## config.mk

```make
export PLATFORM = sky130hd
export DESIGN_NAME = drlp_sld_win
export DESIGN_NICKNAME = d
export VERILOG_FILES = /design/src/rtl/drlp_sld_pkg.sv /design/src/rtl/drlp_sld_win_ctrl.sv /design/src/rtl/drlp_sld_win.sv
export SDC_FILE = /design/constraint.sdc
export NUM_CORES = 1
export LEC_CHECK = 0
export CORE_ASPECT_RATIO = 0.7
export CORE_UTILIZATION = 30
export CTS_BUF_LIST = sky130_fd_sc_hd__clkbuf_4 sky130_fd_sc_hd__clkbuf_8
export CTS_CLUSTER_SIZE = 8
export DETAILED_ROUTE_END_ITERATION = 12
export GPL_TIMING_DRIVEN = 0
export PLACE_DENSITY = 0.61
export REMOVE_ABC_BUFFERS = 1
export SYNTH_ARGS = -nofsm -noshare
export SYNTH_HDL_FRONTEND = slang
export SYNTH_HIERARCHICAL = 1
export SYNTH_SLANG_ARGS = --single-unit
```

## constraint.sdc

```tcl
create_clock -name i_clk -period 6.4 [get_ports i_clk]
set_clock_uncertainty 0.2 [all_clocks]
set_input_delay 0.64 -clock i_clk [delete_from_list [all_inputs] [get_ports i_clk]]
set_output_delay 0.64 -clock i_clk [all_outputs]
set_load 0.02 [all_outputs]
```

## src/rtl/drlp_sld_pkg.sv

```systemverilog
// Shared types and config helpers for the drlp sliding-window block.
package drlp_sld_pkg;

  localparam int CFG_W_DEF = 3;

  typedef enum logic [1:0] {
    ST_IDLE = 2'd0,
    ST_FILL = 2'd1,
    ST_RUN  = 2'd2
  } sld_state_t;

  // Kernel dimensions are forced into 1..max_val so a bad config never
  // produces an empty or oversize window.
  function automatic int unsigned clamp_dim(input int unsigned val, input int unsigned max_val);
    if (val == 0) return 1;
    if (val > max_val) return max_val;
    return val;
  endfunction

  function automatic int unsigned clamp_kw(input int unsigned val, input int unsigned col_num);
    return clamp_dim(val, col_num);
  endfunction

  function automatic int unsigned clamp_kh(input int unsigned val, input int unsigned row_num);
    return clamp_dim(val, row_num);
  endfunction

  function automatic int unsigned clamp_stride(input int unsigned val);
    return (val == 0) ? 1 : val;
  endfunction

endpackage

```

## src/rtl/drlp_sld_win_ctrl.sv

```systemverilog
// Sequencing for the sliding window: config latch, fill/stride counters,
// column-ready and window-valid handshakes.
//
// state   | meaning
// --------+-------------------------------------------------------------
// ST_IDLE | no config yet, columns refused
// ST_FILL | first kw columns being collected, o_fill counting up
// ST_RUN  | window full, a new window every stride accepted columns
module drlp_sld_win_ctrl
  import drlp_sld_pkg::*;
#(
  parameter int ROW_NUM = 6,
  parameter int COL_NUM = 6,
  parameter int CFG_W   = CFG_W_DEF
) (
  input  logic             i_clk,
  input  logic             i_rst,
  input  logic             i_cfg_load,
  input  logic [CFG_W-1:0] i_cfg_kw,
  input  logic [CFG_W-1:0] i_cfg_kh,
  input  logic [CFG_W-1:0] i_cfg_stride,
  input  logic             i_col_valid,
  input  logic             i_win_ready,
  output logic             o_col_ready,
  output logic             o_accept,
  output logic             o_win_valid,
  output logic [CFG_W-1:0] o_fill,
  output logic [CFG_W-1:0] o_kw,
  output logic [CFG_W-1:0] o_kh
);

  sld_state_t       state_q, state_d;
  logic [CFG_W-1:0] fill_q, fill_d, fill_inc;
  logic [CFG_W-1:0] gap_q, gap_d, gap_inc;
  logic [CFG_W-1:0] kw_q, kh_q, stride_q;
  logic             win_valid_q, win_valid_d;
  logic             set_valid;

  assign o_col_ready = (state_q != ST_IDLE) & ~i_cfg_load & (~win_valid_q | i_win_ready);
  assign o_accept    = i_col_valid & o_col_ready;
  assign o_win_valid = win_valid_q;
  assign o_fill      = fill_q;
  assign o_kw        = kw_q;
  assign o_kh        = kh_q;
  assign fill_inc    = fill_q + CFG_W'(1);
  assign gap_inc     = gap_q + CFG_W'(1);

  always_ff @(posedge i_clk) begin
    if (i_rst) begin
      state_q     <= ST_IDLE;
      fill_q      <= '0;
      gap_q       <= '0;
      win_valid_q <= 1'b0;
      kw_q        <= CFG_W'(1);
      kh_q        <= CFG_W'(1);
      stride_q    <= CFG_W'(1);
    end else begin
      state_q     <= state_d;
      fill_q      <= fill_d;
      gap_q       <= gap_d;
      win_valid_q <= win_valid_d;
      if (i_cfg_load) begin
        kw_q     <= CFG_W'(clamp_kw(int'(unsigned'(i_cfg_kw)), COL_NUM));
        kh_q     <= CFG_W'(clamp_kh(int'(unsigned'(i_cfg_kh)), ROW_NUM));
        stride_q <= CFG_W'(clamp_stride(int'(unsigned'(i_cfg_stride))));
      end
    end
  end

  always_comb begin
    state_d   = state_q;
    fill_d    = fill_q;
    gap_d     = gap_q;
    set_valid = 1'b0;
    if (i_cfg_load) begin
      state_d = ST_FILL;
      fill_d  = '0;
      gap_d   = '0;
    end else if (o_accept) begin
      case (state_q)
        ST_FILL: begin
          fill_d = fill_inc;
          if (fill_inc == kw_q) begin
            set_valid = 1'b1;
            state_d   = ST_RUN;
            gap_d     = '0;
          end
        end
        ST_RUN: begin
          if (gap_inc == stride_q) begin
            set_valid = 1'b1;
            gap_d     = '0;
          end else begin
            gap_d = gap_inc;
          end
        end
        default: ;
      endcase
    end
  end

  // A fresh window on the same edge as a handshake keeps valid asserted.
  always_comb begin
    win_valid_d = win_valid_q;
    if (i_cfg_load)                      win_valid_d = 1'b0;
    else if (set_valid)                  win_valid_d = 1'b1;
    else if (win_valid_q && i_win_ready) win_valid_d = 1'b0;
  end

endmodule

```

## src/rtl/drlp_sld_win.sv

```systemverilog
// Sliding-window register file: shifts accepted columns into a ROW_NUM x COL_NUM
// window. Optional zero-padding input enabled by DRLP_SLD_WIN_PAD_EN.
module drlp_sld_win
  import drlp_sld_pkg::*;
#(
  parameter int DATA_WIDTH = 8,
  parameter int ROW_NUM    = 6,
  parameter int COL_NUM    = 6,
  parameter int CFG_W      = CFG_W_DEF
) (
  input  logic                                  i_clk,
  input  logic                                  i_rst,
  input  logic                                  i_cfg_load,
  input  logic [CFG_W-1:0]                      i_cfg_kw,
  input  logic [CFG_W-1:0]                      i_cfg_kh,
  input  logic [CFG_W-1:0]                      i_cfg_stride,
  input  logic [DATA_WIDTH*ROW_NUM-1:0]         i_col_data,
  input  logic                                  i_col_valid,
`ifdef DRLP_SLD_WIN_PAD_EN
  input  logic                                  i_col_pad,
`endif
  output logic                                  o_col_ready,
  output logic [DATA_WIDTH*ROW_NUM*COL_NUM-1:0] o_win,
  output logic                                  o_win_valid,
  input  logic                                  i_win_ready,
  output logic [CFG_W-1:0]                      o_fill
);

  localparam int WIN_W = DATA_WIDTH * ROW_NUM * COL_NUM;

  logic                          accept;
  logic [CFG_W-1:0]              kw, kh, kw_m1;
  logic [DATA_WIDTH*ROW_NUM-1:0] col_in;
  logic [WIN_W-1:0]              win_q, win_nxt;

  drlp_sld_win_ctrl #(
    .ROW_NUM (ROW_NUM),
    .COL_NUM (COL_NUM),
    .CFG_W   (CFG_W)
  ) u_ctrl (
    .i_clk        (i_clk),
    .i_rst        (i_rst),
    .i_cfg_load   (i_cfg_load),
    .i_cfg_kw     (i_cfg_kw),
    .i_cfg_kh     (i_cfg_kh),
    .i_cfg_stride (i_cfg_stride),
    .i_col_valid  (i_col_valid),
    .i_win_ready  (i_win_ready),
    .o_col_ready  (o_col_ready),
    .o_accept     (accept),
    .o_win_valid  (o_win_valid),
    .o_fill       (o_fill),
    .o_kw         (kw),
    .o_kh         (kh)
  );

`ifdef DRLP_SLD_WIN_PAD_EN
  assign col_in = i_col_pad ? '0 : i_col_data;
`else
  assign col_in = i_col_data;
`endif

  assign kw_m1 = kw - CFG_W'(1);

  // Newest column lands at kw-1; everything outside the kh x kw kernel stays zero.
  for (genvar r = 0; r < ROW_NUM; r++) begin : g_row
    for (genvar c = 0; c < COL_NUM; c++) begin : g_col
      localparam int IDX = (r * COL_NUM + c) * DATA_WIDTH;
      logic [DATA_WIDTH-1:0] shift_src;
      if (c < COL_NUM - 1) begin : g_src
        assign shift_src = win_q[IDX+DATA_WIDTH +: DATA_WIDTH];
      end else begin : g_edge
        assign shift_src = '0;
      end
      assign win_nxt[IDX +: DATA_WIDTH] =
        ((CFG_W'(r) >= kh) || (CFG_W'(c) >= kw)) ? '0 :
        (CFG_W'(c) == kw_m1) ? col_in[r*DATA_WIDTH +: DATA_WIDTH] : shift_src;
    end
  end

  always_ff @(posedge i_clk) begin
    if (i_rst || i_cfg_load) begin
      win_q <= '0;
    end else if (accept) begin
      win_q <= win_nxt;
    end
  end

  assign o_win = win_q;

endmodule
```

Word level (Yosys, flattened, before mapping)
Index checks and enable logic that the tools add are counted.
Word-level totals
  input port bits: 62
  output and inout port bits: 293
  word-level logic and storage cells: 204
  flip-flop bits (word level): 306
Operators by class
  add/subtract/negate cells: 3
  bitwise gates (word level): 6
  muxes and demuxes: 109
  equality and inequality tests: 10
  reductions and logical operators: 53
  order comparisons: 14
Operators with widths (number)
  $mux W8: 72
  $logic_or A1 B1 Y1: 37
  $mux W3: 9
  $mux W1: 26
  $ge A1 B3 Y1 const A: 4
  $ge A2 B3 Y1 const A: 4
  $ge A3 B3 Y1 const A: 4
  $logic_not A3 Y1: 4
  $reduce_bool A2 Y1: 6
  $reduce_and A3 Y1: 3
  $add A3 B1 Y3 const B: 2
  $eq A2 B3 Y1 const A: 2
  $eq A3 B3 Y1: 2
  $eq A3 B3 Y1 const A: 2
  $gt A3 B3 Y1 const B: 2
  $pmux W3 S2: 1
  $and A1 B1 Y1: 3
  $eq A1 B3 Y1 const A: 1
  $sub A3 B1 Y3 const B: 1
  $eq A2 B1 Y1 const B: 1
  $eq A2 B2 Y1 const B: 1
  $ne A2 B1 Y1 const B: 1
  $not A1 Y1: 2
  $pmux W1 S2: 1
  other kinds (4): 4

Longest topological paths before layout
  depth after elaboration: 9
  gate-level depth with buffers: 11
  depth with buffers taken out: 8

Hierarchy
The synthesis kept the hierarchy.
By module, submodules not included
  drlp_sld_win: instances 1, seq. area each 5765.5 um^2, area each 12166.7 um^2, cells each 1314
  drlp_sld_win_ctrl: instances 1, seq. area each 360.3 um^2, area each 922.1 um^2, cells each 102

Worst setup path after synthesis
Ideal clock, no wire load.
  path kind: input port to flip-flop
  start point: input i_cfg_load
  end point: register win_q[100] (netlist: o_win[100])
  data arrival time: 2155 ps
  slack: 3960 ps
  stages on the path: 8
  buffers on the path: 3
  required time: 6114 ps
  library setup time: 86 ps
  cell sequence: buf_2 -> nor2_1 -> nand3_1 -> inv_1 -> clkbuf_1 -> clkbuf_1 -> a31oi_1 -> a211oi_1
On the way
  cells in the longest elaborated chain, start to end: 4
  elaborated cells between the ends (all ways): 5
  classes of those cells: bitwise: 4; reduce/logical: 1
Ends and longest elaborated chain
  from (decl): RTL line drlp_sld_win.sv:13  | input logic i_cfg_load,
  $not A1 Y1: RTL line drlp_sld_win_ctrl.sv:39  | assign o_col_ready = (state_q != ST_IDLE) & ~i_cfg_load & (~win_valid_q | i_win_ready);
  $and A1 B1 Y1 (2 in a row): RTL line drlp_sld_win_ctrl.sv:39
  $and A1 B1 Y1: RTL line drlp_sld_win_ctrl.sv:40  | assign o_accept = i_col_valid & o_col_ready;
  named net accept: RTL line drlp_sld_win.sv:31  | logic accept;
  to (signal assigned): RTL line drlp_sld_win.sv:85  | win_q <= win_nxt;
  to (decl): RTL line drlp_sld_win.sv:34  | logic [WIN_W-1:0] win_q, win_nxt;
The timed path passes the listed nets, and every way through them passes these cells.
A chain may end at the register's enable or synchronous reset.

Worst setup path in the final report
  start point: input i_cfg_load
  end point: register win_q[225] (netlist: o_win[225])
Same word-level chain as after synthesis.

==> impl_metrics.csv <==
group,metric,value,unit
floorplan,die_area,44500,µm²
drt,wl_per_cell,20.7,µm
synthesis,synthMuxAreaShare,16.5,%
placement,place_congestion,0.786,
cts,clockBufferDepth,3,
pwr,p_leak,6.28,nW
final_layout,drive_gt1_share,8.93,%
synthesis,ys_async_sr_fraction,0,%
synthesis,synth_top_area_share,46.8,%
placement,io_buffers,354,
synthesis,synthFlopType,"dfxtp_1",
synthesis,synth-compound-area-share,16.6,%
critical_path,reg2reg_to,"o_win[225]",
drt,drc,0,
floorplan,ios,355,
floorplan,die_height,177,µm
synthesis,synth_top_family_by_area,"compound AO/OA/AOI/OAI gates",
hold_path,hold_path_depth,2,
cts,cts_setup_buffers,0,
cts,cts_tree,"built",
synthesis,synth_edf_count,0,
placement,place_inst,2294,
final_layout,syn2layout_area_growth,43.0,%
floorplan,die-width,252,µm
synthesis,ys_seq_area_share,46.8,%
drt,vias,12100,
critical_path,timing.rr.start,"u_ctrl/state_q[0]",
global_routing,grt_util_met2,35.6,%
timing,slew_violations,0,
hold_path,min-delay-path-class,"register to register",
timing,hold_violations,0,
synthesis,yosys.cell_types.count,51,
cts,cts_root_buffer,"clkbuf_8",
timing,worstMarginPinSlew,1.42,ns
critical_path,required,6.70,ns
synthesis,postSynthAreaPerCell,9.24,µm²
synthesis,syn-cell-area,13100,µm²
synthesis,ys_top_cells_by_area,"dfxtp_1 47%, mux2i_1 17%, o21ai_1 7.6%",
cts,post_cts_resized,0,
global_routing,grt_util_all_layers,21.6,%
timing,rsz0062_at_grt,"false",
timing,min_period_over_period,65.4,%
final_layout,fin_nets,1830,
global_routing,antenna_found_initial,3,
synthesis,netlist_instances,1416,
synthesis,synth_fa_ha_area_share,0.478,%
drt,routed_wl,49.6,mm
global_routing,grt_first_pass_wirelength,73.9,mm
synthesis,synth_xor_area_share,0.746,%
floorplan,start_util,30.7,%
global_routing,grt_util_met1,27.6,%
timing,max_freq,0.239,GHz
final_layout,final_common_cell,"clkdlybuf4s50_1",
placement,dpl.hpwl,34.4,mm
cts,clock_sinks,306,
global_routing,grt_max_degree,60,
critical_path,crit_start,"i_cfg_load",
drt,drtIter0Drc,669,
cts,clk_pin_slew_worst_paths,0.06,ns
global_routing,grt_use_met3,5.99,%
final_layout,stdcell_count,2390,
cts,htreeDepth,2,
critical_path,critPathArrivalTime,4.49,ns
critical_path,cp_max_fo,59,
pwr,vdd_drop_max,0.000142,V
drt,antenna_left,0,
drt,vias_per_cell,5.06,
outcome,status,"completed",
critical_path,cp-start-kind,"input pin",
cts,hold_buffers,0,
floorplan,row_count,63,
synthesis,synth_simple_gate_area_share,14.2,%
critical_path,endpoint,"o_win[225]",
global_routing,grt_pass1_vias,11900,
cts,cts_buffers,52,
critical_path,r2r_cells,9,
run,maxCapViolCount,0,
pwr,fin_total_pwr,4.26,mW
critical_path,end_kind,"register",
cts,clk_latency,0.60,ns
critical_path,r2r_slack,2.77,ns
timing,relSlewSlack,5.51,%
drt,firstDrtPassIters,6,
timing,finalSetupViolCount,0,
critical_path,worstSetupPathType,"input pin to register",
synthesis,synth_seq_cells,306,
floorplan,coreArea,42600,µm²
global_routing,grt-ovfl-total,0,
synthesis,yosys_warnings,6,
timing,post-route-min-period,4.18,ns
synthesis,synth.largest_area_cell,"dfxtp_1",
pwr,powerDensity,228,nW/µm²
final_layout,mostFrequentLayoutCells,"354 x clkdlybuf4s50_1, 306 x dfxtp_1, 220 x nand2_1",
hold_path,worstHoldStart,"o_win[52]",
global_routing,top_usage_layer,"met2",
==> how the worst min path moves through the flow <==
stage                            endpoint  slack, ns
after floorplan           u_ctrl/gap_q[1]       0.24
after global placement         o_win[198]       0.23
after detailed placement       o_win[195]       0.24
after CTS                      o_win[195]       0.25
after global routing            o_win[54]       0.26
final                           o_win[52]       0.25
==> synthesized netlist by cell type (5+ instances only) <==
cell        n
nor2_1     62
a211oi_1   25
nor2b_1    33
o21ai_1   199
buf_4      14
a32oi_1    48
a31oi_1    32
nand2b_1   19
nand4_1     5
clkbuf_1   23
o21ai_0    16
dfxtp_1   306
buf_6       9
nand3_2     7
mux2i_1   216
nand2_1   220
a21oi_1    38
buf_1       5
buf_2      52
inv_1       8
ha_1        5
nand3_1    24
==> logic make-up (layout without fill, tap and decap cells) <==
| logic type | count (synthesis) | count (layout) |
|---|---|---|
| AOI/OAI and AO/OA | 370 | 370 |
| xor gates and xnor gates | 8 | 8 |
| adders and majority gates | 5 | 5 |
| buffers and inverters | 111 | 497 |
| DFF | 306 | 306 |
| muxes | 216 | 216 |
| other | 0 | 3 |
| and+or+nand+nor | 400 | 400 |
==> final cells by class <==
| class | count | area (µm²) |
|---|---|---|
| Antenna cell | 3 | 7.51 |
| Clock inverter | 9 | 128 |
| Clock buffer | 84 | 1040 |
| Timing Repair Buffer | 396 | 4260 |
| Multi-Input combinational cell | 999 | 6390 |
| Tap cell | 585 | 732 |
| Fill cell | 4200 | 23900 |
| Inverter | 8 | 32.5 |
| Sequential cell | 306 | 6130 |
==> report_power, final <==
| part | switching [mW] | total, mW | internal (mW) |
|---|---|---|---|
| combinational | 0.209 | 0.349 | 0.140 |
| clock | 0.843 | 1.99 | 1.15 |
| sequential | 0.0108 | 1.92 | 1.91 |
| total | 1.06 | 4.26 | 3.20 |
==> per-stage QoR <==
| stage | worst slack, ns | TNS (ns) | hold slack, ns | utilization (%) | area (µm²) |
|---|---|---|---|---|---|
| 4_1_cts | 2.22 | 0 | 0.248 | 43.9 | 18700 |
| 3_5_place_dp | 1.57 | 0 | 0.240 | 41.1 | 17500 |
| 6_report | 2.22 | 0 | 0.245 | 43.9 | 18700 |
| 2_1_floorplan | -5.95 | -1189.66 | 0.242 | - | 12500 |
| 5_1_grt | 1.96 | 0 | 0.264 | 43.9 | 18700 |
| 3_3_place_gp | -16.19 | -3376.78 | 0.233 | 39.4 | 16800 |
==> routing by layer <==
layer / wire (µm) / vias to the layer above
li1: - / 5751
met1: 22000 / 5884
met2: 22900 / 388
met3: 3690 / 72
met4: 986 / 0
met5: 0 / -
==> critical path, stage by stage <==
cell,delay [ns]
clkdlybuf4s50_1,0.87
nor2_1,0.39
nand3_1,0.28
inv_4,0.32
buf_16,0.33
and3_1,0.69
o2111ai_1,0.64
o21ai_1,0.28
==> sequential cells by signal, summed over array words and instances, names as in the netlist <==
name                count
o_win                 288
u_ctrl/gap_q            3
u_ctrl/o_fill           3
u_ctrl/o_kh             3
u_ctrl/o_kw             3
u_ctrl/o_win_valid      1
u_ctrl/state_q          2
u_ctrl/stride_q         3
Power figures use the tool's default switching activity.
